$ cat src/rtl/aes_sbox_pipe_if.sv
// -----------------------------------------------------------------------------
// aes_sbox_pipe_if
//   Stream bundle for the pipelined multi-lane AES S-box.
//   Producer (master) drives in_valid / in_data / in_inv and out_ready.
//   The S-box (slave) drives in_ready, out_valid, out_data and busy.
// Signals
//   in_valid   input beat valid
//   in_ready   block can accept a beat this cycle
//   in_data    8*LANES bits, byte k = in_data[8k+7:8k]
//   in_inv     1 = inverse S-box for this beat (only honoured with AES_INV_SBOX_EN)
//   out_valid  output beat valid
//   out_ready  downstream accepts the beat
//   out_data   substituted bytes, same lane order as the input
//   busy       any pipeline stage holds a beat
// -----------------------------------------------------------------------------
interface aes_sbox_pipe_if #(
   parameter int LANES = 4
);
   logic                 in_valid;
   logic                 in_ready;
   logic [8*LANES-1:0]   in_data;
   logic                 in_inv;
   logic                 out_valid;
   logic                 out_ready;
   logic [8*LANES-1:0]   out_data;
   logic                 busy;

   modport master (
      output in_valid, in_data, in_inv, out_ready,
      input  in_ready, out_valid, out_data, busy
   );

   modport slave (
      input  in_valid, in_data, in_inv, out_ready,
      output in_ready, out_valid, out_data, busy
   );
endinterface

$ cat src/rtl/aes_sbox_pipe.sv
// -----------------------------------------------------------------------------
// aes_sbox_pipe
//   Multi-lane pipelined AES S-box. Every lane computes the GF(2^8)
//   multiplicative inverse (poly 0x11B) followed by the AES affine transform.
//   Valid/ready stream, one beat per cycle, lossless stalls with bubble
//   collapsing.
// Parameters
//   LANES   byte lanes per beat (1..16), data width 8*LANES
//   REG_IN  1: register after the inversion (latency 2), 0: single stage (latency 1)
// Ports
//   clk   rising-edge clock
//   rst   synchronous active-high reset, discards every in-flight beat
//   s     aes_sbox_pipe_if.slave stream bundle (in_*, out_*, busy)
// Configuration
//   AES_INV_SBOX_EN  when defined, in_inv=1 selects the inverse S-box
//                    y = inv(iaff(x)); the per-beat flag travels with its beat.
//                    When undefined, in_inv is ignored and no flag logic exists.
// -----------------------------------------------------------------------------
module aes_sbox_pipe #(
   parameter int LANES  = 4,
   parameter bit REG_IN = 1'b1
) (
   input  logic             clk,
   input  logic             rst,
   aes_sbox_pipe_if.slave   s
);
   localparam int         W      = 8 * LANES;
   localparam logic [7:0] AFF_C  = 8'h63;
   localparam logic [7:0] IAFF_D = 8'h05;

   // GF(2^8) multiply, reduction polynomial x^8+x^4+x^3+x+1
   function automatic logic [7:0] gf_mul(input logic [7:0] a, input logic [7:0] b);
      logic [7:0] acc;
      logic [7:0] sh;
      acc = 8'h00;
      sh  = a;
      for (int k = 0; k < 8; k++) begin
         if (b[k]) acc = acc ^ sh;
         sh = {sh[6:0], 1'b0} ^ (sh[7] ? 8'h1B : 8'h00);
      end
      return acc;
   endfunction

   // x^254 = x^2 * x^4 * ... * x^128; zero maps to zero naturally
   function automatic logic [7:0] gf_inv(input logic [7:0] x);
      logic [7:0] sq;
      logic [7:0] acc;
      sq  = x;
      acc = 8'h01;
      for (int k = 1; k < 8; k++) begin
         sq  = gf_mul(sq, sq);
         acc = gf_mul(acc, sq);
      end
      return acc;
   endfunction

   // Forward affine; 3-bit casts give the mod-8 bit indexing
   function automatic logic [7:0] aff(input logic [7:0] x);
      logic [7:0] y;
      y = 8'h00;
      for (int i = 0; i < 8; i++) begin
         y[3'(i)] = x[3'(i)] ^ x[3'(i + 4)] ^ x[3'(i + 5)] ^ x[3'(i + 6)]
                  ^ x[3'(i + 7)] ^ AFF_C[3'(i)];
      end
      return y;
   endfunction

`ifdef AES_INV_SBOX_EN
   // Inverse affine, applied ahead of the inversion for inverse beats
   function automatic logic [7:0] iaff(input logic [7:0] x);
      logic [7:0] y;
      y = 8'h00;
      for (int i = 0; i < 8; i++) begin
         y[3'(i)] = x[3'(i + 2)] ^ x[3'(i + 5)] ^ x[3'(i + 7)] ^ IAFF_D[3'(i)];
      end
      return y;
   endfunction
`endif

   logic [W-1:0] w_inv_data;      // inverted bytes of the incoming beat
   logic [W-1:0] w_s2_src_data;   // inverted bytes feeding the output stage
   logic [W-1:0] w_s2_next;       // final bytes to load into S2
   logic         w_s2_src_valid;
   logic         w_s2_src_inv;
   logic         w_s2_load;
   logic         w_first_load;
   logic         w_s1_valid;

   logic         r_s2_valid;
   logic [W-1:0] r_s2_data;

   // Per-lane datapath; lanes share no state
   genvar gi;
   generate
      for (gi = 0; gi < LANES; gi++) begin : g_lane
         logic [7:0] w_pre_byte;
         logic [7:0] w_src_byte;
`ifdef AES_INV_SBOX_EN
         assign w_pre_byte = s.in_inv ? iaff(s.in_data[8*gi +: 8]) : s.in_data[8*gi +: 8];
`else
         assign w_pre_byte = s.in_data[8*gi +: 8];
`endif
         assign w_inv_data[8*gi +: 8] = gf_inv(w_pre_byte);
         assign w_src_byte            = w_s2_src_data[8*gi +: 8];
         // Inverse beats skip the output affine
         assign w_s2_next[8*gi +: 8]  = w_s2_src_inv ? w_src_byte : aff(w_src_byte);
      end
   endgenerate

   // S2 advances whenever it is empty or its beat is being taken
   assign w_s2_load = !r_s2_valid || s.out_ready;

   generate
      if (REG_IN) begin : g_s1
         logic         r_s1_valid;
         logic [W-1:0] r_s1_data;
         logic         w_s1_load;

         // Bubble collapse: an empty S1 loads even while S2 is stalled
         assign w_s1_load = !r_s1_valid || w_s2_load;

`ifdef AES_INV_SBOX_EN
         logic r_s1_inv;
         always_ff @(posedge clk) begin
            if (rst) begin
               r_s1_inv <= 1'b0;
            end else if (w_s1_load && s.in_valid) begin
               r_s1_inv <= s.in_inv;
            end
         end
         assign w_s2_src_inv = r_s1_inv;
`endif

         always_ff @(posedge clk) begin
            if (rst) begin
               r_s1_valid <= 1'b0;
               r_s1_data  <= '0;
            end else if (w_s1_load) begin
               r_s1_valid <= s.in_valid;
               if (s.in_valid) begin
                  r_s1_data <= w_inv_data;
               end
            end
         end

         assign w_s2_src_valid = r_s1_valid;
         assign w_s2_src_data  = r_s1_data;
         assign w_first_load   = w_s1_load;
         assign w_s1_valid     = r_s1_valid;
      end else begin : g_no_s1
`ifdef AES_INV_SBOX_EN
         assign w_s2_src_inv = s.in_inv;
`endif
         assign w_s2_src_valid = s.in_valid;
         assign w_s2_src_data  = w_inv_data;
         assign w_first_load   = w_s2_load;
         assign w_s1_valid     = 1'b0;
      end
   endgenerate

`ifndef AES_INV_SBOX_EN
   assign w_s2_src_inv = 1'b0;
`endif

   always_ff @(posedge clk) begin
      if (rst) begin
         r_s2_valid <= 1'b0;
         r_s2_data  <= '0;
      end else if (w_s2_load) begin
         r_s2_valid <= w_s2_src_valid;
         if (w_s2_src_valid) begin
            r_s2_data <= w_s2_next;
         end
      end
   end

   // in_ready depends only on stage valids and out_ready, never on in_valid
   assign s.in_ready  = w_first_load;
   assign s.out_valid = r_s2_valid;
   assign s.out_data  = r_s2_data;
   assign s.busy      = r_s2_valid | w_s1_valid;

endmodule

$ cat src/flat_wrapper.sv
// flat-port wrapper written by rule: the top's interface ports become plain ports
module aes_sbox_pipe_flat 
#(
   parameter int LANES  = 4,
   parameter bit REG_IN = 1'b1
)
  (clk, rst, s_in_valid, s_in_data, s_in_inv, s_out_ready, s_in_ready, s_out_valid, s_out_data, s_busy);
  aes_sbox_pipe_if #(.LANES(LANES)) s_i ();
  input  logic clk;
  input  logic rst;
  input wire logic [$bits(s_i.in_valid)-1:0] s_in_valid;
  input wire logic [$bits(s_i.in_data)-1:0] s_in_data;
  input wire logic [$bits(s_i.in_inv)-1:0] s_in_inv;
  input wire logic [$bits(s_i.out_ready)-1:0] s_out_ready;
  output wire logic [$bits(s_i.in_ready)-1:0] s_in_ready;
  output wire logic [$bits(s_i.out_valid)-1:0] s_out_valid;
  output wire logic [$bits(s_i.out_data)-1:0] s_out_data;
  output wire logic [$bits(s_i.busy)-1:0] s_busy;
  assign s_i.in_valid = s_in_valid;
  assign s_i.in_data = s_in_data;
  assign s_i.in_inv = s_in_inv;
  assign s_i.out_ready = s_out_ready;
  assign s_in_ready = s_i.in_ready;
  assign s_out_valid = s_i.out_valid;
  assign s_out_data = s_i.out_data;
  assign s_busy = s_i.busy;
  aes_sbox_pipe #(.LANES(LANES), .REG_IN(REG_IN)) u_core (.clk(clk), .rst(rst), .s(s_i));
endmodule
$ cat config.mk
export PLATFORM = sky130hd
export DESIGN_NAME = aes_sbox_pipe_flat
export DESIGN_NICKNAME = d
export VERILOG_FILES = /design/src/rtl/aes_sbox_pipe_if.sv /design/src/rtl/aes_sbox_pipe.sv /design/src/flat_wrapper.sv
export SDC_FILE = /design/constraint.sdc
export NUM_CORES = 2
export LEC_CHECK = 0
export ABC_CLOCK_PERIOD_IN_PS = 21600
export CAP_MARGIN = 20
export CORE_UTILIZATION = 58
export CTS_CLUSTER_SIZE = 14
export DETAILED_ROUTE_END_ITERATION = 8
export PLACE_DENSITY = 0.77
export RECOVER_POWER = 100
export SLEW_MARGIN = 20
export SYNTH_ARGS = -nofsm -noshare
export SYNTH_HDL_FRONTEND = slang
export SYNTH_SLANG_ARGS = --single-unit
$ cat constraint.sdc
create_clock -name clk -period 21.6 [get_ports clk]
set_clock_uncertainty 0.05 [all_clocks]
set_input_delay 4.32 -clock clk [delete_from_list [all_inputs] [get_ports clk]]
set_output_delay 4.32 -clock clk [all_outputs]
set_load 0.02 [all_outputs]
==> summary.txt <==
Min path
  • Hold Crit Class: reg -> reg
  • Hold Path Origin: u_core.s.out_data[27]

Worst setup path
  • CP arrival: 20490 ps
  • Startpoint Class: primary input
  • Reg2reg start: u_core.s.out_valid
  • Max FO, Critical Path: 22
  • Family with the most delay on the worst path: XOR/XNOR gates
  • Slowest cell on the critical path: xnor3_1
  • Critical path buffers and inverters: 5
  • Critical path startpoint: s_in_data[31]
  • Critical path endpoint category: flop
  • Crit Path Class: in -> reg
  • Critical path required time: 21660 ps
  • CP dominant cell by count: xnor3_1
  • Slowest stage delay, CP: 680 ps

Synth
  • Top post-synthesis cells by area: xnor2_1 22%, xnor3_1 11%, nor2_1 6.7%, nand2_1 5.8%, xor2_1 5.7%
  • Warnings from Yosys: 0
  • Top FF cell, synth: dfxtp_1
  • Synth Register Bits: 27
  • Share of the synthesized area in the top cell type: 22.47%
  • Post-synth top cells: 1423 x xnor2_1, 995 x nor2_1, 852 x nand2_1, 366 x a21oi_1, 361 x xor2_1
  • Post-Syn Area: 55470 µm²
  • Top-count cell post-synth: xnor2_1
  • Number of flops mapped to enable cells by yosys: 0
  • Seq/Total Area, Yosys: 0.9745%
  • Cells after Synth: 7554
  • Async set-reset flop share out of synthesis: 0%
  • Syn avg cell area: 7.343 µm²
  • Post-synth top area cell: xnor2_1
  • Yosys cell types: 129

Clock network
  • CTS tree: done
  • Clock root buffer: clkbuf_16
  • H-tree depth: 1
  • Clock Sinks: 27
  • Clk slew on worst S/H paths: 60 ps
  • TritonCTS buffer count: 3
  • CTS max path bufs: 2
  • Clock network latency to the later pin of the worst-skew pair: 260 ps

GRT
  • Number of antenna violations at the first check in global routing: 0
  • Largest net degree at the start of global routing: 45
  • Vias in the first global route: 51210
  • Total grt overflow: 0
  • Total track usage: 30.31%
  • First-pass GRT wire length: 255300 µm

Detailed routing
  • DR pass1 iterations: 7
  • Via count: 54490
  • Iter 0 DRT Violations: 5719
  • DRC: 0
  • Routed WL: 154200 µm
  • Antenna-violating nets left: 0
  • Vias/cell: 6.349
  • Avg WL per Cell: 17.97 µm

Timing
  • Slew Limit Fails: 0
  • Final Hold Viols: 0
  • WHS: 404.2 ps
  • Total Negative Setup Slacks: 0 ps
  • Headroom to the max-slew limit: 24.61%
  • Worst slew pin tran: 1127 ps
  • Max Clk Rate: 48.96 MHz
  • RSZ-0062 raised after global routing: false
  • Fin crit share: 94.56%
  • Tmin final: 20430 ps
  • Setup-failing EPs final: 0

Cells and area
  • Fraction of layout cells with a size suffix above 1: 9.362%
  • # diodes: 0
  • P&R area growth vs syn: 4.004%
  • Post-route cell area: 57690 µm²
  • Fin nets: 7383
  • Fin cells: 8582

Placed design
  • Area after DPL: 57370 µm²
  • DP Wirelength: 109800 µm
  • # port buffers: 54
  • Placed Cells: 8575
  • RD Place Congestion: 0.9066

Job
  • Max-cap violations: 0

Floorplan
  • I/O pin cnt: 72
  • Die W: 311.3 µm
  • Core Footprint: 94870 µm²
  • Initial Util: 58.47%
  • Rows: 113
  • Die ar.: 96880 µm²
  • Die height: 311.3 µm

Outcome
  • Outcome: complete, no violations
registers in the layout, summed over array words and instances, names as in the netlist:
register and count:
u_core.s.out_valid 1, u_core.s.out_data 13, u_core.g_s1.r_s1_valid 1, u_core.g_s1.r_s1_data 12
stage by stage:
stage,util [%],worst slack [ps]
2_1_floorplan,-,3457
5_1_grt,60.81,28.05
3_3_place_gp,60.45,980.6
6_report,60.81,1175
3_5_place_dp,60.47,573.7
4_1_cts,60.55,815.1
worst register-to-register path, stage by stage (launching register included):
cell and delay [ps]:
dfxtp_1 310, nor2b_1 170, nor2b_1 800, nand3b_1 180, a21oi_1 180
cell usage in the layout, fill, tap and decap left out, types with 45 or more instances in the layout:
cell type / instances
xnor2_2: 146
a31oi_1: 85
o21ai_0: 337
o22ai_1: 104
a21oi_1: 366
buf_4: 240
a211oi_1: 101
nor3_1: 205
xnor2_1: 1362
inv_1: 71
and3_1: 47
xor2_1: 351
and2_1: 53
xnor3_1: 256
nor2_1: 993
nand3_1: 191
xor2_2: 45
mux2_2: 54
o211ai_1: 77
nor2b_1: 49
mux2i_1: 208
nand2b_1: 48
nand2_1: 852
a22oi_1: 55
routing by layer:
layer	wire, µm	part of all wire [%]	track usage, %
met5	0	0	0
met1	65160	42	40.60
met2	74950	49	52.85
met4	3285	2.1	8.531
met3	10800	7.0	1.318
path summary, 6_finish.rpt:
path	slack [ps]	endpoint	depth (start not counted)
setup / recovery	1170	u_core.g_s1.r_s1_data[26]	53
hold / removal	400	u_core.s.out_data[27]	2
setup reg to reg	19840	u_core.s.out_data[27]	4
hold reg to reg	400	u_core.s.out_data[27]	2
cell families (layout without fill, tap and decap cells):
family          Yosys count  count (layout)  synth area share, %
simple gates           2667            2667                21.17
other cells               1              16             0.006761
xor+xnor               2275            2275                47.13
compound gates         1635            1635                19.86
fa+ha+maj                30              30               0.6677
flops                    27              27               0.9745
buf+inv                 652             400                5.222
mux                     267             267                4.974
layout make-up:
class	instances	area [µm²]
clock buffer	4	78.83
inverter	99	371.6
multi-input combinational	6890	52750
timing repair buffer	297	2365
sequential	27	540.5
fill	8536	37180
tap	1265	1583
repair_timing:
item,4_1_cts,5_1_grt
hold buffers,0,0
setup endpoints to repair,0,12
setup buffers,0,3
resized for setup,0,21
Power is left out: the tool's default activity adds up to more than one toggle a clock period on the data nets, which glitch-free logic cannot reach.
